`src/rtl/imem_program_loader.sv`:
```
// Byte-stream program loader: assembles little-endian words, writes them into instruction
// memory in order and holds the CPU in reset until an all-zero terminator has been stored.
module imem_program_loader #(
   parameter int unsigned ADDR_WIDTH = 10,
   parameter int unsigned MAX_WORDS  = 1024
) (
   input  logic                  clk,
   input  logic                  reset,
   input  logic                  start,
   input  logic                  rx_valid,
   input  logic [7:0]            rx_data,
   output logic                  rx_ready,
   output logic                  imem_we,
   output logic [ADDR_WIDTH-1:0] imem_addr,
   output logic [31:0]           imem_wdata,
   output logic                  cpu_hold,
   output logic                  busy,
   output logic                  done,
   output logic                  overflow,
   output logic [ADDR_WIDTH:0]   word_count
);

   typedef enum logic [2:0] {StIdle, StRecv, StWrite, StDone, StError} state_e;

   localparam logic [ADDR_WIDTH:0] MaxWords = (ADDR_WIDTH+1)'(MAX_WORDS);

   state_e                state_q, state_d;
   logic [1:0]            idx_q, idx_d;
   logic [23:0]           part_q, part_d;
   logic [ADDR_WIDTH:0]   count_q, count_d;
   logic [ADDR_WIDTH-1:0] addr_q, addr_d;
   logic [31:0]           wdata_q, wdata_d;
   logic                  rx_ready_q, imem_we_q, cpu_hold_q, busy_q, done_q, overflow_q;
   logic                  xfer;

   assign xfer = rx_valid && rx_ready_q;

   always_comb begin
      state_d = state_q;
      idx_d   = idx_q;
      part_d  = part_q;
      count_d = count_q;
      addr_d  = addr_q;
      wdata_d = wdata_q;
      case (state_q)
         StIdle, StDone, StError: begin
            if (start) begin
               state_d = StRecv;
               idx_d   = 2'd0;
               part_d  = '0;
               count_d = '0;
            end
         end
         StRecv: begin
            if (xfer) begin
               idx_d = idx_q + 2'd1;
               unique case (idx_q)
                  2'd0: part_d[7:0]   = rx_data;
                  2'd1: part_d[15:8]  = rx_data;
                  2'd2: part_d[23:16] = rx_data;
                  2'd3: begin
                     // Last byte goes straight into the write word, bypassing the partial.
                     state_d = StWrite;
                     addr_d  = count_q[ADDR_WIDTH-1:0];
                     wdata_d = {rx_data, part_q};
                  end
               endcase
            end
         end
         StWrite: begin
            count_d = count_q + 1'b1;
            idx_d   = 2'd0;
            if (wdata_q == 32'd0) begin
               state_d = StDone;
            end else if (count_d == MaxWords) begin
               state_d = StError;
            end else begin
               state_d = StRecv;
            end
         end
         default: state_d = StIdle;
      endcase
   end

   // Status outputs are flopped from the next state so they change on the same edge.
   always_ff @(posedge clk or negedge reset) begin
      if (!reset) begin
         state_q    <= StIdle;
         idx_q      <= 2'd0;
         part_q     <= '0;
         count_q    <= '0;
         addr_q     <= '0;
         wdata_q    <= '0;
         rx_ready_q <= 1'b0;
         imem_we_q  <= 1'b0;
         cpu_hold_q <= 1'b1;
         busy_q     <= 1'b0;
         done_q     <= 1'b0;
         overflow_q <= 1'b0;
      end else begin
         state_q    <= state_d;
         idx_q      <= idx_d;
         part_q     <= part_d;
         count_q    <= count_d;
         addr_q     <= addr_d;
         wdata_q    <= wdata_d;
         rx_ready_q <= (state_d == StRecv);
         imem_we_q  <= (state_d == StWrite);
         cpu_hold_q <= (state_d != StDone);
         busy_q     <= (state_d == StRecv) || (state_d == StWrite);
         done_q     <= (state_d == StDone);
         overflow_q <= (state_d == StError);
      end
   end

   assign rx_ready   = rx_ready_q;
   assign imem_we    = imem_we_q;
   assign imem_addr  = addr_q;
   assign imem_wdata = wdata_q;
   assign cpu_hold   = cpu_hold_q;
   assign busy       = busy_q;
   assign done       = done_q;
   assign overflow   = overflow_q;
   assign word_count = count_q;

endmodule
```
`config.mk`:
```
export PLATFORM = sky130hd
export DESIGN_NAME = imem_program_loader
export DESIGN_NICKNAME = d
export VERILOG_FILES = /design/src/rtl/imem_program_loader.sv
export SDC_FILE = /design/constraint.sdc
export NUM_CORES = 1
export LEC_CHECK = 0
export BUFFER_PORTS_ARGS = -buffer_cell sky130_fd_sc_hd__buf_2
export CAP_MARGIN = 20
export CORE_UTILIZATION = 55
export CTS_BUF_LIST = sky130_fd_sc_hd__clkbuf_2
export CTS_CLUSTER_SIZE = 24
export DETAILED_ROUTE_END_ITERATION = 16
export GPL_TIMING_DRIVEN = 0
export PLACE_DENSITY_LB_ADDON = 0.25
export SETUP_SLACK_MARGIN = 0.3
export SLEW_MARGIN = 20
export SYNTH_ARGS = -nofsm -noshare
export SYNTH_HDL_FRONTEND = slang
export SYNTH_SLANG_ARGS = --single-unit
```
`constraint.sdc`:
```
create_clock -name clk -period 1.8 [get_ports clk]
set_input_delay 0.09 -clock clk [delete_from_list [all_inputs] [get_ports clk]]
set_output_delay 0.09 -clock clk [all_outputs]
set_load 0.05 [all_outputs]
```
==> flow_metrics.env, run 1 <==
export IMPL_status="complete, but fails checks"
export IMPL_violations="setup timing"
export IMPL_ant_nets=0
export IMPL_yosysSeqAreaShare_pct=53.2
export IMPL_dr_pass1_iters=5
export IMPL_slowest_stage="dfrtp_2"
export IMPL_swShare_pct=44.7
export IMPL_grt_start_max_net_pins=55
export IMPL_avgViaCountPerCell=5.73
export IMPL_cell_internal_pwr_mw=5.48
export IMPL_num_rows=31
export IMPL_hold_viol=0
export IMPL_cts_made_buffers=9
export IMPL_ctsRootBufferMaster="clkbuf_2"
export IMPL_worst_pin_slew_ns=0.465
export IMPL_clkSinkCount=88
export IMPL_pwr_share_comb_pct=54.1
export IMPL_die_h_um=88.8
export IMPL_grt_ovfl_total=0
export IMPL_cp_required_ns=2.23
export IMPL_synth_area_leaders="dfrtp_1 53%, mux2_4 14%, mux2_2 7.6%, o21ai_0 2.1%, and3_1 2.0%"
export IMPL_ys_ff_latch=88
export IMPL_worstPathArrival_ns=2.25
export IMPL_cp_start_kind="flop"
export IMPL_final_cell_mix="67 x mux2_4, 66 x buf_2, 50 x dfrtp_1, 37 x dfrtp_2, 29 x buf_4"
export IMPL_finClkSkew_ns=0.0358
export IMPL_die_area_mm2=0.00789
export IMPL_powerDensity_mw_per_mm2=1720
export IMPL_drtIter0Drc=204
export IMPL_clk_pin_slew_ns=0.26
export IMPL_drive_gt1_share_pct=66.7
export IMPL_crit_chain="nor4_1 > nand4_1 > or2_4 > and4_4 > a21o_1"
export IMPL_final_cells=544
export IMPL_post_route_period_util_pct=101
export IMPL_p_sw_mw=4.42
export IMPL_syn_nets=327
export IMPL_cts_buffer_depth=2
export IMPL_wl_per_cell_um=20.4
export IMPL_ys_types=47
export IMPL_rrSetupSlack_ns=-0.01
export IMPL_yosys_warnings=0
export IMPL_relSlewSlack_pct=69.0
export IMPL_pin_count=71
export IMPL_grt_pass1_vias=3048
export IMPL_syn_inst=310
export IMPL_synth_top_area_share_pct=52.5
export IMPL_max_freq_ghz=0.551
export IMPL_holdCritPathClass="in -> async"
export IMPL_die_w_um=88.8
export IMPL_fin_util_pct=79.4
export IMPL_start_util_pct=57.1
export IMPL_final_common_cell="mux2_4"
export IMPL_setup_violations=2
export IMPL_crit_type="reg -> reg"
export IMPL_fillers=416
export IMPL_num_vias=3118
export IMPL_r2r_start="imem_wdata[17]"
export IMPL_cap_violations=0
export IMPL_ys_flop_type="dfrtp_1"
export IMPL_core_area_mm2=0.00725
export IMPL_cts_tree="yes"
export IMPL_place_gp_congestion=0.822
export IMPL_synthArstFlopShare_pct=100
export IMPL_cts_htree_levels=3
export IMPL_grt_util_all_layers_pct=27.1
export IMPL_p_leak_nw=2.80
export IMPL_netlist_area_mm2=0.00414
export IMPL_cpPeakStageDelay_ns=0.48
export IMPL_seq_power_share_pct=35.1
export IMPL_antenna_found_initial=0
export IMPL_pwr_share_clk_pct=10.8
export IMPL_dp_cells=480
export IMPL_n_antenna_cell=0
export IMPL_crit_family="simple AND/OR/NAND/NOR gates"
export IMPL_crit_start="imem_wdata[17]"
export IMPL_cp_max_fo=5
export IMPL_drc_errors=0
export IMPL_area_growth_pct=38.9
export IMPL_ir_drop_mv=0.856
export IMPL_rsz0062_at_grt="yes"
export IMPL_grt_pass1_wl_um=15700
export IMPL_critPathBufInv=0
export IMPL_io_buffer_count=70
export IMPL_total_power_mw=9.91
export IMPL_dpl_hpwl_um=6270
export IMPL_synth_edff_count=0
export IMPL_final_min_clock_period_ns=1.81
export IMPL_syn_area_per_cell_um2=13.4
export IMPL_drv_slew=0
export IMPL_detail_route_wirelength_um=11100
export IMPL_yosysTopAreaCell="dfrtp_1"
export IMPL_worst_slack_ns=-0.0145
export IMPL_fin_nets=457
export IMPL_insertion_delay_ns=0.53
export IMPL_crit_path_end_kind="flop"
[per-stage QoR]
step           TNS, ns  setup WS (ns)  cell area [um^2]  hold WS (ns)
6_report       -0.0204        -0.0145              5760       0.00334
5_1_grt         -0.829         -0.128              5760        0.0440
4_1_cts              0          0.112              5560       0.00320
3_5_place_dp   -0.0551        -0.0349              4830        0.0779
3_3_place_gp     -9.12         -0.200              4800         0.333
2_1_floorplan        0          0.118              4330        -0.206
[repair_timing]
action,in CTS,in global routing
gates cloned,1,2
gates resized for setup,49,51
hold endpoints to repair,100,0
hold buffers,11,0
buffers inserted,31,3
pin swaps,16,9
setup endpoints to repair,87,91
[metal layers]
layer / track usage (%) / vias up / part of all wire (%)
met2: 45.7 / 143 / 50
met1: 36.3 / 1561 / 42
li1: - / 1379 / -
met5: 0 / - / 0
met4: 9.38 / 0 / 3.1
met3: 3.45 / 35 / 4.8
[power groups by stage]
stage	registers (mW)	logic (mW)	clock network, mW
detailed placement	3.39	4.55	0
CTS	3.40	5.12	1.06
floorplan	4.82	2.11	0
finish	3.48	5.36	1.07
global placement	3.34	4.46	0
global route	3.55	5.61	1.15
[final cells by class]
class,instances,area [um^2],area share (%)
Sequential cell,88,2250,39.1
Multi-Input combinational cell,201,2140,37.3
Timing Repair Buffer,119,903,15.7
Buffer,17,200,3.48
Tap cell,99,124,2.15
Clock inverter,6,70.1,1.22
Clock buffer,10,50.0,0.869
Inverter,4,15.0,0.261
[cells in the mapped netlist, drive strengths merged (4+ instances only)]
| master | count |
|---|---|
| dfrtp | 87 |
| mux2 | 67 |
| nand2 | 21 |
| o21ai | 20 |
| and3 | 13 |
| buf | 13 |
| nor2 | 9 |
| nor4 | 9 |
| a21oi | 8 |
| nand3 | 6 |
| ha | 5 |
| and2 | 4 |
| clkbuf | 4 |
| inv | 4 |
| nand2b | 4 |
| o31ai | 4 |
[sequential cells by signal, indices dropped and copies added (netlist names)]
register	count
imem_addr	10
busy	1
overflow	1
idx_q	2
imem_we	1
part_q	24
cpu_hold	1
state_q	3
rx_ready	1
word_count	11
imem_wdata	32
done	1
[cells by family after synthesis]
group / count (synthesis) / share of synthesized area (%)
simple gates: 80 / 10.8
buf+inv: 21 / 4.11
flops: 88 / 53.2
fa+ha+maj: 5 / 1.51
compound gates: 44 / 7.61
xor+xnor: 4 / 0.846
mux: 68 / 22.0
[path summary, 6_finish.rpt]
kind | endpoint | cells after the start
min in group clk | imem_wdata[25] | 3
min reg2reg | imem_wdata[23] | 1
max | state_q[2] | 5
max reg2reg | state_q[2] | 5
max in group asynchronous | busy | 3
min | imem_wdata[6] | 2
[worst register-to-register path, stage by stage, from the launching register on]
cell	delay [ns]
dfrtp_2	0.48
nor4_1	0.36
nand4_1	0.20
or2_4	0.33
and4_4	0.20
a21o_1	0.14
No activity file was read; power rests on OpenSTA's default activity.
==> run 2: changes to the inputs <==
--- a/config.mk
+++ b/config.mk
@@ -13,8 +13,10 @@
 export DETAILED_ROUTE_END_ITERATION = 16
 export GPL_TIMING_DRIVEN = 0
 export PLACE_DENSITY_LB_ADDON = 0.25
+export REMOVE_ABC_BUFFERS = 1
 export SETUP_SLACK_MARGIN = 0.3
 export SLEW_MARGIN = 20
 export SYNTH_ARGS = -nofsm -noshare
 export SYNTH_HDL_FRONTEND = slang
 export SYNTH_SLANG_ARGS = --single-unit
+export TNS_END_PERCENT = 50
==> flow_metrics.env, run 2 (synthesis gave the netlist of run 1 again) <==
export IMPL_fin_util_pct=72.9
export IMPL_setup_violations=0
export IMPL_place_gp_congestion=0.818
export IMPL_crit_type="reg -> reg"
export IMPL_cap_violations=0
export IMPL_relSlewSlack_pct=53.9
export IMPL_antenna_found_initial=0
export IMPL_crit_start="word_count[0]"
export IMPL_hold_viol=0
export IMPL_die_area_mm2=0.00789
export IMPL_r2r_start="word_count[0]"
export IMPL_rsz0062_at_grt="yes"
export IMPL_worst_pin_slew_ns=0.692
export IMPL_io_buffer_count=70
export IMPL_drive_gt1_share_pct=54.9
export IMPL_slowest_stage="dfrtp_2"
export IMPL_die_w_um=88.8
export IMPL_cts_htree_levels=3
export IMPL_seq_power_share_pct=36.1
export IMPL_final_cell_mix="82 x dfrtp_1, 69 x buf_2, 50 x mux2_4, 26 x buf_4"
export IMPL_powerDensity_mw_per_mm2=1750
export IMPL_cts_tree="yes"
export IMPL_wl_per_cell_um=17.5
export IMPL_holdCritPathClass="in -> async"
export IMPL_clk_pin_slew_ns=0.24
export IMPL_p_sw_mw=4.15
export IMPL_pwr_share_comb_pct=52.7
export IMPL_grt_ovfl_total=0
export IMPL_n_antenna_cell=0
export IMPL_finClkSkew_ns=0.0182
export IMPL_cts_made_buffers=9
export IMPL_insertion_delay_ns=0.54
export IMPL_cp_start_kind="flop"
export IMPL_num_vias=2935
export IMPL_fin_nets=438
export IMPL_ir_drop_mv=0.786
export IMPL_worstPathArrival_ns=2.14
export IMPL_max_freq_ghz=0.591
export IMPL_cp_required_ns=2.25
export IMPL_post_route_period_util_pct=93.9
export IMPL_ctsRootBufferMaster="clkbuf_2"
export IMPL_clkSinkCount=88
export IMPL_cts_buffer_depth=2
export IMPL_drtIter0Drc=101
export IMPL_pwr_share_clk_pct=11.2
export IMPL_final_min_clock_period_ns=1.69
export IMPL_largest_reg_flops=32
export IMPL_setup_tns_ns=0
export IMPL_dr_pass1_iters=4
export IMPL_avgViaCountPerCell=5.59
export IMPL_detail_route_wirelength_um=9210
export IMPL_worst_slack_ns=0.109
export IMPL_swShare_pct=44.7
export IMPL_pin_count=71
export IMPL_cp_max_fo=4
export IMPL_cpPeakStageDelay_ns=0.48
export IMPL_core_area_mm2=0.00725
export IMPL_ant_nets=0
export IMPL_grt_start_max_net_pins=56
export IMPL_crit_path_end_kind="flop"
export IMPL_area_growth_pct=27.6
export IMPL_place_ws_ns=-1.10
export IMPL_p_leak_nw=2.63
export IMPL_die_h_um=88.8
export IMPL_crit_chain="ha_4 > nand3_4 > nor3_4 > mux2i_1 > and4_4 > o21ai_1"
export IMPL_start_util_pct=57.1
export IMPL_grt_pass1_wl_um=13400
export IMPL_cell_internal_pwr_mw=5.12
export IMPL_holdWs_ns=0.100
export IMPL_dpl_hpwl_um=5730
export IMPL_final_common_cell="dfrtp_1"
export IMPL_grt_util_all_layers_pct=23.0
export IMPL_num_rows=31
export IMPL_status="completed"
export IMPL_grt_pass1_vias=2685
export IMPL_drv_slew=0
export IMPL_rrSetupSlack_ns=0.11
export IMPL_drc_errors=0
-- run 2: power groups by stage --
stage	logic, mW	clock network (mW)	registers, mW
3_5_place_dp	4.14	0	3.34
2_1_floorplan	1.69	0	4.76
3_3_place_gp	4.02	0	3.30
6_report	4.88	1.04	3.35
5_1_grt	5.15	1.14	3.43
4_1_cts	4.53	1.07	3.32
-- run 2: path summary, 6_finish.rpt --
kind | endpoint | cells after the start
hold / removal | imem_wdata[2] | 2
hold reg to reg | imem_wdata[20] | 1
min in group clk | imem_wdata[25] | 3
setup reg to reg | busy | 6
setup / recovery | busy | 6
max in group asynchronous | word_count[0] | 3
-- run 2: critical path, delay by kind of cell (launching register included) --
family	cells	cell delay [ns]
simple gates	3	0.60
flops	1	0.48
compound gates	1	0.09
fa+ha+maj	1	0.18
mux	1	0.27
-- run 2: final cells by class --
class / count / area [um^2]
Tap cell: 99 / 124
Inverter: 4 / 18.8
Fill cell: 532 / 1960
Clock inverter: 7 / 78.8
Timing Repair Buffer: 117 / 832
Multi-Input combinational cell: 201 / 1980
Sequential cell: 88 / 2210
Clock buffer: 9 / 45.0
-- run 2: repair_timing --
action	in CTS	in global routing
hold buffers	11	0
hold endpoints to repair	80	0
pin swaps	6	12
setup endpoints to repair	91	97
resized for setup	27	32
buffers inserted	21	11
cloned	0	1
-- run 2: through the flow --
| stage | std cells | area (um^2) | power (mW) |
|---|---|---|---|
| 5_1_grt | 525 | 5290 | 9.73 |
| 4_1_cts | 513 | 5070 | 8.93 |
| 3_5_place_dp | 465 | 4540 | 7.48 |
| 2_1_floorplan | 293 | 3990 | 6.45 |
| 3_3_place_gp | 462 | 4460 | 7.31 |
| 6_report | 525 | 5290 | 9.27 |
-- run 2: per-layer routing --
metal / global-route usage [%] / vias to the layer above / part of all wire, %
li1: - / 1333 / -
met5: 0 / - / 0
met1: 30.1 / 1493 / 43
met3: 2.89 / 17 / 3.8
met4: 8.06 / 0 / 1.8
met2: 39.5 / 92 / 51
==> run 3: changes to the inputs <==
--- a/config.mk
+++ b/config.mk
@@ -13,6 +13,7 @@
 export DETAILED_ROUTE_END_ITERATION = 16
 export GPL_TIMING_DRIVEN = 0
 export PLACE_DENSITY_LB_ADDON = 0.25
+export RECOVER_POWER = 25
 export REMOVE_ABC_BUFFERS = 1
 export SETUP_SLACK_MARGIN = 0.3
 export SLEW_MARGIN = 20
==> constraint.sdc (replaced) <==
create_clock -name clk -period 1.8 [get_ports clk]
set_input_delay 0.27 -clock clk [delete_from_list [all_inputs] [get_ports clk]]
set_output_delay 0.27 -clock clk [all_outputs]
set_load 0.05 [all_outputs]
==> flow_metrics.env, run 3 (synthesis gave the netlist of run 1 again) <==
export IMPL_fillers=474
export IMPL_timing_rr_end="overflow"
export IMPL_fin_nets=442
export IMPL_cts_made_buffers=9
export IMPL_hold_viol=0
export IMPL_grt_pass1_wl_um=14000
export IMPL_holdCritPathClass="in -> reg"
export IMPL_core_area_mm2=0.00725
export IMPL_powerDensity_mw_per_mm2=1750
export IMPL_drc_errors=0
export IMPL_r2r_start="imem_wdata[9]"
export IMPL_ant_nets=0
export IMPL_hp_start="start"
export IMPL_start_util_pct=57.1
export IMPL_num_rows=31
export IMPL_io_buffer_count=70
export IMPL_dpl_hpwl_um=5730
export IMPL_cp_required_ns=1.53
export IMPL_largest_reg_flops=32
export IMPL_grt_ovfl_total=0
export IMPL_dp_cells=465
export IMPL_setup_tns_ns=0
export IMPL_crit_type="reg -> out"
export IMPL_holdWs_ns=0.186
export IMPL_ir_drop_mv=0.803
export IMPL_antenna_found_initial=0
export IMPL_setup_violations=0
export IMPL_detail_route_wirelength_um=9870
export IMPL_finClkSkew_ns=0.0143
export IMPL_crit_path_end_kind="output pin"
export IMPL_worst_pin_slew_ns=1.32
export IMPL_cp_start_kind="flop"
export IMPL_clk_pin_slew_ns=0.25
export IMPL_cts_tree="yes"
export IMPL_die_area_mm2=0.00789
export IMPL_final_cells=529
export IMPL_whs_endpoint="state_q[2]"
export IMPL_max_freq_ghz=0.590
export IMPL_grt_pass1_vias=2765
export IMPL_avgViaCountPerCell=5.73
export IMPL_ctsRootBufferMaster="clkbuf_2"
export IMPL_final_cell_mix="77 x dfrtp_1, 62 x buf_2, 61 x mux2_4, 22 x buf_4, 16 x buf_6"
export IMPL_insertion_delay_ns=0.55
export IMPL_worstPathArrival_ns=1.42
export IMPL_wl_per_cell_um=18.7
export IMPL_final_min_clock_period_ns=1.69
export IMPL_regArea_mm2=0.00222
export IMPL_cap_violations=0
export IMPL_drive_gt1_share_pct=57.4
export IMPL_final_common_cell="dfrtp_1"
export IMPL_dr_pass1_iters=5
export IMPL_cts_htree_levels=3
export IMPL_grt_start_max_net_pins=56
export IMPL_cts_buffer_depth=2
export IMPL_drv_slew=0
export IMPL_clkSinkCount=88
export IMPL_n_antenna_cell=0
export IMPL_crit_start="word_count[1]"
export IMPL_grt_util_all_layers_pct=24.0
export IMPL_multi_input_area_mm2=0.00207
export IMPL_whs_path_depth=3
export IMPL_die_h_um=88.8
export IMPL_place_gp_congestion=0.818
export IMPL_cp_max_fo=6
export IMPL_rrSetupSlack_ns=0.11
export IMPL_p_leak_nw=2.72
export IMPL_post_route_period_util_pct=94.1
export IMPL_area_growth_pct=32.9
export IMPL_pin_count=71
export IMPL_drtIter0Drc=104
export IMPL_rsz0062_at_grt="yes"
export IMPL_r2r_cells=5
export IMPL_num_vias=3033
export IMPL_status="completed"
export IMPL_die_w_um=88.8
export IMPL_relSlewSlack_pct=12.0
-- run 3: per-stage QoR --
stage          instance area, um^2  power (mW)  utilization [%]  worst slack, ns
5_1_grt                       5510        10.0             76.0           0.0394
6_report                      5510        9.63             76.0            0.106
2_1_floorplan                 3990        6.45                -            -1.29
3_3_place_gp                  4460        7.31             61.5            -1.99
4_1_cts                       5190        9.14             71.6            0.108
3_5_place_dp                  4540        7.48             62.6            -1.10
-- run 3: worst max-delay path, stage by stage, from the launching register on --
cell and delay (ns):
dfrtp_1 0.45, buf_4 0.17, buf_2 0.27
-- run 3: worst max-delay path by stage --
| stage | end | slack [ns] | depth (start not counted) |
|---|---|---|---|
| floorplan | imem_wdata[17] | -1.29 | 4 |
| global placement | imem_wdata[18] | -1.99 | 4 |
| detailed placement | imem_wdata[18] | -1.10 | 5 |
| CTS | busy | 0.11 | 6 |
| global route | word_count[9] | 0.04 | 3 |
| finish | word_count[1] | 0.11 | 2 |
-- run 3: report_power, final --
group          switching, mW  internal (mW)  total [mW]
clock network          0.721          0.338        1.06
registers              0.645           2.72        3.37
logic                   2.92           2.29        5.21
-- run 3: area by class of cell --
cell class	instances	area share [%]
Inverter	4	0.341
Sequential cell	88	40.2
Clock buffer	9	0.818
Multi-Input combinational cell	202	37.6
Clock inverter	7	1.43
Timing Repair Buffer	120	17.4
Tap cell	99	2.25
-- run 3: timing repair --
action	CTS	global route
endpoints found under the setup margin	136	142
setup buffers	25	11
resized for setup	52	64
pin swaps	10	12
hold buffers	9	0
gates cloned	1	2
endpoints found under the hold margin	61	0
-- run 3: per-layer routing --
metal	global-route usage [%]	up-vias	routed length (um)	part of all wire, %
li1	-	1345	-	-
met1	31.4	1563	4280	43
met2	41.0	99	5040	51
met3	2.99	26	322	3.3
met4	8.65	0	221	2.2
met5	0	-	0	0
